<file path="config.mk">
export PLATFORM = sky130hd
export DESIGN_NAME = decode_scoreboard
export DESIGN_NICKNAME = d
export VERILOG_FILES = /design/src/rtl/decode_scoreboard_pkg.sv /design/src/rtl/decode_scoreboard_pending.sv /design/src/rtl/decode_scoreboard.sv
export SDC_FILE = /design/constraint.sdc
export NUM_CORES = 1
export LEC_CHECK = 0
export CORE_MARGIN = 2
export CORE_UTILIZATION = 45
export CTS_CLUSTER_SIZE = 20
export DETAILED_ROUTE_END_ITERATION = 6
export PLACE_DENSITY = 0.72
export SKIP_CTS_REPAIR_TIMING = 1
export SLEW_MARGIN = 20
export SYNTH_ARGS = -nofsm -noshare
export SYNTH_HDL_FRONTEND = slang
export SYNTH_SLANG_ARGS = --single-unit
</file>
<file path="constraint.sdc">
create_clock -name clk -period 2.9 [get_ports clk]
set_input_delay 0.29 -clock clk [delete_from_list [all_inputs] [get_ports clk]]
set_output_delay 0.29 -clock clk [all_outputs]
set_load 0.02 [all_outputs]
</file>
<file path="src/rtl/decode_scoreboard_pkg.sv">
// Shared register-file geometry and the decoded-instruction payload.
package decode_scoreboard_pkg;

  localparam int unsigned NUM_ARCH_REGS       = 32;
  localparam int unsigned ARCH_REG_INDEX_SIZE = 5;

  typedef struct packed {
    logic [ARCH_REG_INDEX_SIZE-1:0] rs1;
    logic [ARCH_REG_INDEX_SIZE-1:0] rs2;
    logic [ARCH_REG_INDEX_SIZE-1:0] rd;
    logic                           use_rs1;
    logic                           use_rs2;
    logic                           wr_rd;
  } dec_instr_t;

endpackage

</file>
<file path="src/rtl/decode_scoreboard_pending.sv">
// Pending-write table: one bit per architectural register, with writeback bypass on lookups.
module reg_pending_table
  import decode_scoreboard_pkg::*;
#(
  parameter int unsigned NUM_WB = 2
) (
  input  logic                                      clk,
  input  logic                                      rst,
  input  logic                                      set_en_i,
  input  logic [ARCH_REG_INDEX_SIZE-1:0]            set_idx_i,
  input  logic [NUM_WB-1:0]                         clr_valid_i,
  input  logic [NUM_WB-1:0][ARCH_REG_INDEX_SIZE-1:0] clr_idx_i,
  input  logic [2:0][ARCH_REG_INDEX_SIZE-1:0]       rd_idx_i,
  output logic [2:0]                                busy_o
);

  logic [NUM_ARCH_REGS-1:0] pend_q;
  logic [NUM_ARCH_REGS-1:0] pend_d;
  logic [NUM_ARCH_REGS-1:0] wb_hit;
  logic [NUM_ARCH_REGS-1:0] pend_eff;

  // Decode all writeback ports into a per-register hit mask; duplicates collapse naturally.
  always_comb begin
    wb_hit = '0;
    for (int unsigned k = 0; k < NUM_WB; k++) begin
      if (clr_valid_i[k]) wb_hit[clr_idx_i[k]] = 1'b1;
    end
  end

  assign pend_eff = pend_q & ~wb_hit;

  // Clear by writeback first, then apply the issue set so a new producer wins; x0 never pends.
  always_comb begin
    pend_d = pend_eff;
    if (set_en_i && (set_idx_i != '0)) pend_d[set_idx_i] = 1'b1;
    pend_d[0] = 1'b0;
  end

  // Bypassed lookups for rs1, rs2 and rd of the held instruction.
  always_comb begin
    busy_o = '0;
    for (int unsigned i = 0; i < 3; i++) begin
      busy_o[i] = pend_eff[rd_idx_i[i]];
    end
  end

  // Pending vector register.
  always_ff @(posedge clk) begin
    if (rst) pend_q <= '0;
    else     pend_q <= pend_d;
  end

endmodule

</file>
<file path="src/rtl/decode_scoreboard.sv">
// In-order issue scoreboard: one-entry holding register, hazard check, issue handshake, stall counter.
module decode_scoreboard
  import decode_scoreboard_pkg::*;
#(
  parameter int unsigned NUM_WB      = 2,
  parameter int unsigned STALL_CNT_W = 32
) (
  input  logic                                      clk,
  input  logic                                      rst,
  input  logic                                      dec_valid,
  output logic                                      dec_ready,
  input  logic [ARCH_REG_INDEX_SIZE-1:0]            dec_rs1,
  input  logic [ARCH_REG_INDEX_SIZE-1:0]            dec_rs2,
  input  logic [ARCH_REG_INDEX_SIZE-1:0]            dec_rd,
  input  logic                                      dec_use_rs1,
  input  logic                                      dec_use_rs2,
  input  logic                                      dec_wr_rd,
  output logic                                      iss_valid,
  input  logic                                      iss_ready,
  output dec_instr_t                                iss_instr,
  input  logic [NUM_WB-1:0]                         wb_valid,
  input  logic [NUM_WB-1:0][ARCH_REG_INDEX_SIZE-1:0] wb_rd,
  output logic                                      stall_raw,
  output logic                                      stall_waw,
  output logic [STALL_CNT_W-1:0]                    stall_cnt
);

  logic                   held_q;
  logic                   held_d;
  dec_instr_t             instr_q;
  dec_instr_t             instr_d;
  dec_instr_t             dec_instr;
  logic [STALL_CNT_W-1:0] stall_cnt_q;
  logic [STALL_CNT_W-1:0] stall_cnt_d;
  logic [2:0]             busy;
  logic                   raw;
  logic                   waw;
  logic                   issue;

  assign dec_instr = '{rs1: dec_rs1, rs2: dec_rs2, rd: dec_rd,
                       use_rs1: dec_use_rs1, use_rs2: dec_use_rs2, wr_rd: dec_wr_rd};

  reg_pending_table #(.NUM_WB(NUM_WB)) u_pend (
    .clk         (clk),
    .rst         (rst),
    .set_en_i    (issue && instr_q.wr_rd),
    .set_idx_i   (instr_q.rd),
    .clr_valid_i (wb_valid),
    .clr_idx_i   (wb_rd),
    .rd_idx_i    ({instr_q.rd, instr_q.rs2, instr_q.rs1}),
    .busy_o      (busy)
  );

  // Hazard evaluation and handshake; depends only on held state, writebacks and iss_ready.
  always_comb begin
    raw       = (instr_q.use_rs1 && busy[0]) || (instr_q.use_rs2 && busy[1]);
    waw       = instr_q.wr_rd && busy[2];
    iss_valid = held_q && !raw && !waw;
    issue     = iss_valid && iss_ready;
    dec_ready = !held_q || issue;
    stall_raw = held_q && raw;
    stall_waw = held_q && waw;
    iss_instr = instr_q;
    stall_cnt = stall_cnt_q;
  end

  // Next state of the holding register and the saturating stall counter.
  always_comb begin
    held_d      = held_q;
    instr_d     = instr_q;
    stall_cnt_d = stall_cnt_q;
    if (dec_valid && dec_ready) begin
      held_d  = 1'b1;
      instr_d = dec_instr;
    end else if (issue) begin
      held_d = 1'b0;
    end
    if (held_q && !iss_valid && (stall_cnt_q != '1)) begin
      stall_cnt_d = stall_cnt_q + STALL_CNT_W'(1);
    end
  end

  // State registers.
  always_ff @(posedge clk) begin
    if (rst) begin
      held_q      <= 1'b0;
      instr_q     <= '0;
      stall_cnt_q <= '0;
    end else begin
      held_q      <= held_d;
      instr_q     <= instr_d;
      stall_cnt_q <= stall_cnt_d;
    end
  end

endmodule
</file>
==> results of run 1 <==
[tightest hold or removal path: cells and delay by family, from the launching register on]
| kind | cells | cell delay [ps] |
|---|---|---|
| flops | 1 | 330 |
| compound gates | 2 | 130 |
[through the flow]
stage	TNS, ps	cell area [um^2]	setup slack [ps]	total power [mW]	instances
after floorplan	0	5350	1.26	1.55	661
after CTS	-34710	7520	-1020	3.03	984
after detailed placement	-62070	7220	-983	1.85	968
after global placement	-55260	7220	-932	1.84	968
after global routing	-1980	8130	-197	3.24	1004
final	-124	8130	-78.0	3.15	1004
[state kept, by name, summed over array words and instances (netlist names)]
| name | flops |
|---|---|
| u_pend.pend_q | 31 |
| held_q | 1 |
| stall_cnt | 32 |
| iss_instr | 18 |
[area by class of cell]
class | instances | share of cell area
Clock buffer | 10 | 0.0282
Clock inverter | 6 | 0.00909
Inverter | 12 | 0.00554
Multi-Input combinational cell | 518 | 0.474
Sequential cell | 82 | 0.202
Tap cell | 143 | 0.0220
Timing Repair Buffer | 233 | 0.259
[power by group]
group	leakage [nW]	internal, mW	switching (mW)
sequential	0.665	1.15	0.0450
combinational	2.14	0.347	0.392
clock	0.142	0.680	0.532
total	2.94	2.18	0.969
[worst max-delay path by stage]
stage / endpoint / slack (ps) / cells past startpoint
finish: iss_valid / -80 / 13
floorplan: iss_valid / 1 / 12
CTS: iss_valid / -1020 / 10
detailed placement: iss_valid / -980 / 10
global route: iss_valid / -200 / 11
global placement: dec_ready / -930 / 11
[layer usage]
| metal | share of wire | GRT usage | vias to the layer above | wire length, um |
|---|---|---|---|---|
| li1 | - | - | 2900 | - |
| met4 | 0.045 | 0.124 | 0 | 956 |
| met3 | 0.062 | 0.0524 | 72 | 1310 |
| met5 | 0 | 0 | - | 0 |
| met1 | 0.40 | 0.400 | 3042 | 8440 |
| met2 | 0.49 | 0.541 | 283 | 10400 |
[logic make-up after synthesis]
| group | share of synthesized area |
|---|---|
| AOI/OAI and AO/OA | 0.211 |
| adders and majority gates | 0.00237 |
| buffers and inverters | 0.0507 |
| DFF | 0.311 |
| muxes | 0.0778 |
| and+or+nand+nor | 0.347 |
[placed cells by master, fill, tap and decap left out, drive strengths merged, types with 3 or more instances in the layout]
cell type,count
a211o,3
a211oi,3
a21oi,22
a31oi,5
and2,4
and3,8
buf,156
clkbuf,17
clkdlybuf4s50,70
dfxtp,82
inv,14
mux2,12
mux2i,23
nand2,44
nand2b,46
nand3,24
nand3b,8
nand4,16
nand4b,8
nand4bb,4
nor2,57
nor2b,21
nor3,17
nor3b,7
nor4,8
nor4b,4
o211ai,6
o21ai,28
o221a,4
o221ai,22
o22a,3
o22ai,38
o31ai,10
o32ai,6
or2,11
or3,11
or4,12
or4b,4
or4bb,3
==> impl_metrics.json, run 1 <==
{
  "status": "finished, violations left",
  "violations": "setup timing",
  "critPathBufInv": 5,
  "wl_um": 21100,
  "reg2reg_from": "iss_instr[3]",
  "fin_ws_ps": -78.0,
  "max_stage_delay_ps": 370,
  "insertion_delay_ps": 360,
  "syn_area_um2": 5280,
  "reg2reg_to": "stall_cnt[26]",
  "synthTopCellsByCount": "82 x dfxtp_1, 57 x nor2_1, 46 x nand2b_1, 44 x nand2_1, 38 x o22ai_1",
  "clk_pin_slew_ps": 60,
  "hpwl_um": 15100,
  "cp_data_arrival_time_ps": 2690,
  "dieHeight_um": 112,
  "cap_violations": 0,
  "synth_area_leaders": "dfxtp_1 31%, nand2b_1 5.5%, o22ai_1 4.5%",
  "synth.avg_cell_area_um2": 7.98,
  "postRouteAntennaNets": 0,
  "peakVddDrop_v": 0.000311,
  "power.density_nw_per_um2": 387,
  "skew_ps": 6.24,
  "dieArea_um2": 12600,
  "antenna_cells": 0,
  "ioPinCount": 88,
  "postSynthNetCount": 696,
  "yosys_warnings": 0,
  "nets": 891,
  "synth_edf_count": 0,
  "cp-start-kind": "input pin",
  "critPathSlowestCell": "and4_4",
  "hold_ws_ps": 502,
  "ys_ff_latch": 82,
  "timing.fmax_ghz": 0.336,
  "drtIter0Drc": 511,
  "rr_worst_depth": 12,
  "ys_seq_area_frac": 0.311,
  "crit_fanout": 11,
  "hold_path_class": "reg -> reg",
  "seq_area_um2": 1640,
  "crit_path_frequent_cell": "buf_4",
  "crit_chain": "buf_4, nand4bb_1, buf_4, o221ai_2, buf_4, buf_4, nor2_1, o211ai_1, a31oi_4, nand4_1, and4_4, and2_4, buf_6",
  "max_slew_margin": 0.469,
  "grt_pass1_wl_um": 31700,
  "antenna_found_initial": 0,
  "numPortBuffers": 87,
  "synthDistinctLibCells": 62,
  "hp-start": "stall_cnt[28]",
  "place_congestion": 1.03,
  "grt_start_max_net_pins": 57,
  "crit_family": "simple AND/OR/NAND/NOR gates",
  "cts_root_buf": "clkbuf_16",
  "netlist_instances": 661,
  "drt-wirelength-per-cell_um": 21.0,
  "finalCriticalPeriod_ps": 2980,
  "end_kind": "primary output",
  "drive_above_1_share": 0.328,
  "firstDrtPassIters": 5,
  "core_um2": 11400,
  "worstHoldPathCells": 2,
  "globalRoute.totalOverflow": 0,
  "leakagePower_nw": 2.94,
  "first_global_vias": 5934,
  "remaining_drc_errors": 0,
  "critPathKind": "in -> out",
  "ys_dominant_reg_cell": "dfxtp_1",
  "finalCritPeriodShare": 1.03,
  "fp.dieW_um": 112,
  "multi_input_area_um2": 3850,
  "min_delay_worst_endpoint": "stall_cnt[28]",
  "hold_violations": 0,
  "clkSinkCount": 82,
  "htreeDepth": 3,
  "cp.required_ps": 2610,
  "slew_violations": 0,
  "yosysMostFrequentCell": "dfxtp_1",
  "num_vias": 6297,
  "area_growth_pct": 54.0,
  "cts_tree": "done",
  "rows": 39,
  "synth_top_cell_area_share": 0.311,
  "grtUsageTotal": 0.317,
  "final_util": 0.712,
  "setup_violations": 3,
  "rsz0062_at_grt": "true",
  "initial_core_util": 0.462,
  "cts_buffer_depth": 2,
  "vias_per_cell": 6.27,
  "yosysTopAreaCell": "dfxtp_1",
  "r2r_slack_ps": 60,
  "numCtsBuffers": 9,
  "tightest_slew_ps": 796,
  "fillers": 900,
  "crit_start": "wb_rd[3]",
  "async_reset_ff_frac": 0
}
(Power assumes the default switching activity.)
==> run 2, diff against run 1 <==
- PLACE_DENSITY: 0.72 -> 0.79
==> run 2 against run 1 <==
  * The run still ends with setup timing left
  * First-iteration DRC count is 11% higher
  * Critical endpoint is now dec_ready
  * Setup slack worse by 4.0 ps
  * Combinational power is 4.6% lower
  * Count of clock-buffer cells in the layout is 2 higher
  * Flip-flop and latch count stayed put
  * Maximum frequency is 0.13% lower
  * Clock skew is 4.7 ps higher
  * Highest routed layer unchanged
==> impl_metrics.json, run 2 (synthesis gave the netlist of run 1 again) <==
{
  "status": "finished, violations left",
  "violations": "setup timing",
  "finalSetupTns_ps": -701,
  "dieArea_um2": 12600,
  "drive_above_1_share": 0.312,
  "finalCriticalPeriod_ps": 2980,
  "peakVddDrop_v": 0.000348,
  "crit_family": "compound AO/OA/AOI/OAI gates",
  "hpwl_um": 14500,
  "fillers": 900,
  "htreeDepth": 3,
  "final_common_cell": "buf_4",
  "final_cell_mix": "124 x buf_4, 82 x dfxtp_1, 70 x clkdlybuf4s50_1",
  "area_growth_pct": 51.1,
  "power.density_nw_per_um2": 389,
  "clk_pin_slew_ps": 70,
  "grt_start_max_net_pins": 55,
  "clkSinkCount": 82,
  "cp-start-kind": "input pin",
  "hold_violations": 0,
  "core_um2": 11400,
  "max_slew_margin": 0.608,
  "drt-wirelength-per-cell_um": 21.3,
  "seq_area_um2": 1640,
  "drtIter0Drc": 567,
  "cts_buffer_depth": 2,
  "dieHeight_um": 112,
  "cap_violations": 0,
  "tightest_slew_ps": 586,
  "setup_violations": 15,
  "numPortBuffers": 87,
  "globalRoute.totalOverflow": 0,
  "fin_ws_ps": -82.0,
  "grt_pass1_wl_um": 30500,
  "max_stage_delay_ps": 380,
  "grtUsageTotal": 0.305,
  "first_global_vias": 5891,
  "cp.required_ps": 2610,
  "insertion_delay_ps": 360,
  "place_congestion": 0.955,
  "leakagePower_nw": 2.93,
  "critPathBufInv": 3,
  "vias_per_cell": 6.43,
  "final_util": 0.698,
  "numCtsBuffers": 9,
  "finalCritPeriodShare": 1.03,
  "remaining_drc_errors": 0,
  "antenna_found_initial": 0,
  "nets": 880,
  "firstDrtPassIters": 5,
  "fp.dieW_um": 112,
  "cts_tree": "done",
  "rsz0062_at_grt": "true",
  "num_vias": 6385,
  "timing.fmax_ghz": 0.335,
  "hold_path_class": "in -> reg",
  "multi_input_area_um2": 3850,
  "cp_data_arrival_time_ps": 2690,
  "largest_reg_flops": 32,
  "ioPinCount": 88,
  "postRouteAntennaNets": 0,
  "end_kind": "primary output",
  "critPathSlowestCell": "o22a_1",
  "wl_um": 21200,
  "slew_violations": 0,
  "critPathKind": "in -> out",
  "antenna_cells": 0,
  "crit_fanout": 5,
  "initial_core_util": 0.462,
  "skew_ps": 11.0,
  "cts_root_buf": "clkbuf_16",
  "rows": 39,
  "crit_chain": "dlymetal6s2s_1, buf_4, nand4_1, o22a_1, a311o_1, nand4_1, a211oi_2, o211ai_2, and4_4, nand2_2, nand2_2, buf_6"
}
==> run 2: path summary, 6_finish.rpt <==
kind	start	slack, ps	depth (start not counted)	end
worst max-delay path	wb_valid[0]	-80	12	dec_ready
worst min-delay path	rst	490	2	u_pend.pend_q[31]
worst max register to register	stall_cnt[5]	0	10	stall_cnt[6]
worst min register to register	stall_cnt[19]	510	2	stall_cnt[19]
==> run 2: worst register-to-register path, cell delays in order, from the launching register on <==
cell and delay (ps):
dfxtp_1 440, nand4_1 350, nor4_4 400, buf_4 170
nand4_1 140, nor2_2 210, nand4_1 180, o21ai_0 250
buf_6 260, nor4_4 80, mux2_4 300
==> run 2: power breakdown <==
| group | internal [mW] | switching [mW] | total, mW | leakage (nW) |
|---|---|---|---|---|
| Clock | 0.713 | 0.483 | 1.20 | 0.145 |
| Combinational | 0.313 | 0.391 | 0.705 | 2.12 |
| Sequential | 1.15 | 0.0463 | 1.20 | 0.664 |
==> run 2: stage by stage <==
| step | hold slack (ps) | setup WS [ps] | power (mW) | cells | area, um^2 |
|---|---|---|---|---|---|
| 2_1_floorplan | 399 | 1.26 | 1.55 | 661 | 5350 |
| 3_3_place_gp | 471 | -894 | 1.80 | 958 | 7070 |
| 3_5_place_dp | 479 | -971 | 1.81 | 958 | 7070 |
| 4_1_cts | 464 | -987 | 3.00 | 974 | 7370 |
| 5_1_grt | 488 | -190 | 3.20 | 993 | 7970 |
| 6_report | 489 | -82.0 | 3.10 | 993 | 7970 |
==> run 2: layout make-up <==
type,count,area share
Clock inverter,4,0.00628
Timing Repair Buffer,222,0.244
Sequential cell,82,0.206
Tap cell,143,0.0224
Multi-Input combinational cell,518,0.483
Inverter,12,0.00565
Clock buffer,12,0.0322
==> run 2: routing by layer <==
layer	track usage	vias up	routed length [um]
met5	0	-	0
met4	0.172	0	1240
met3	0.0778	112	1790
met2	0.495	392	10000
met1	0.368	3003	8130
li1	-	2878	-
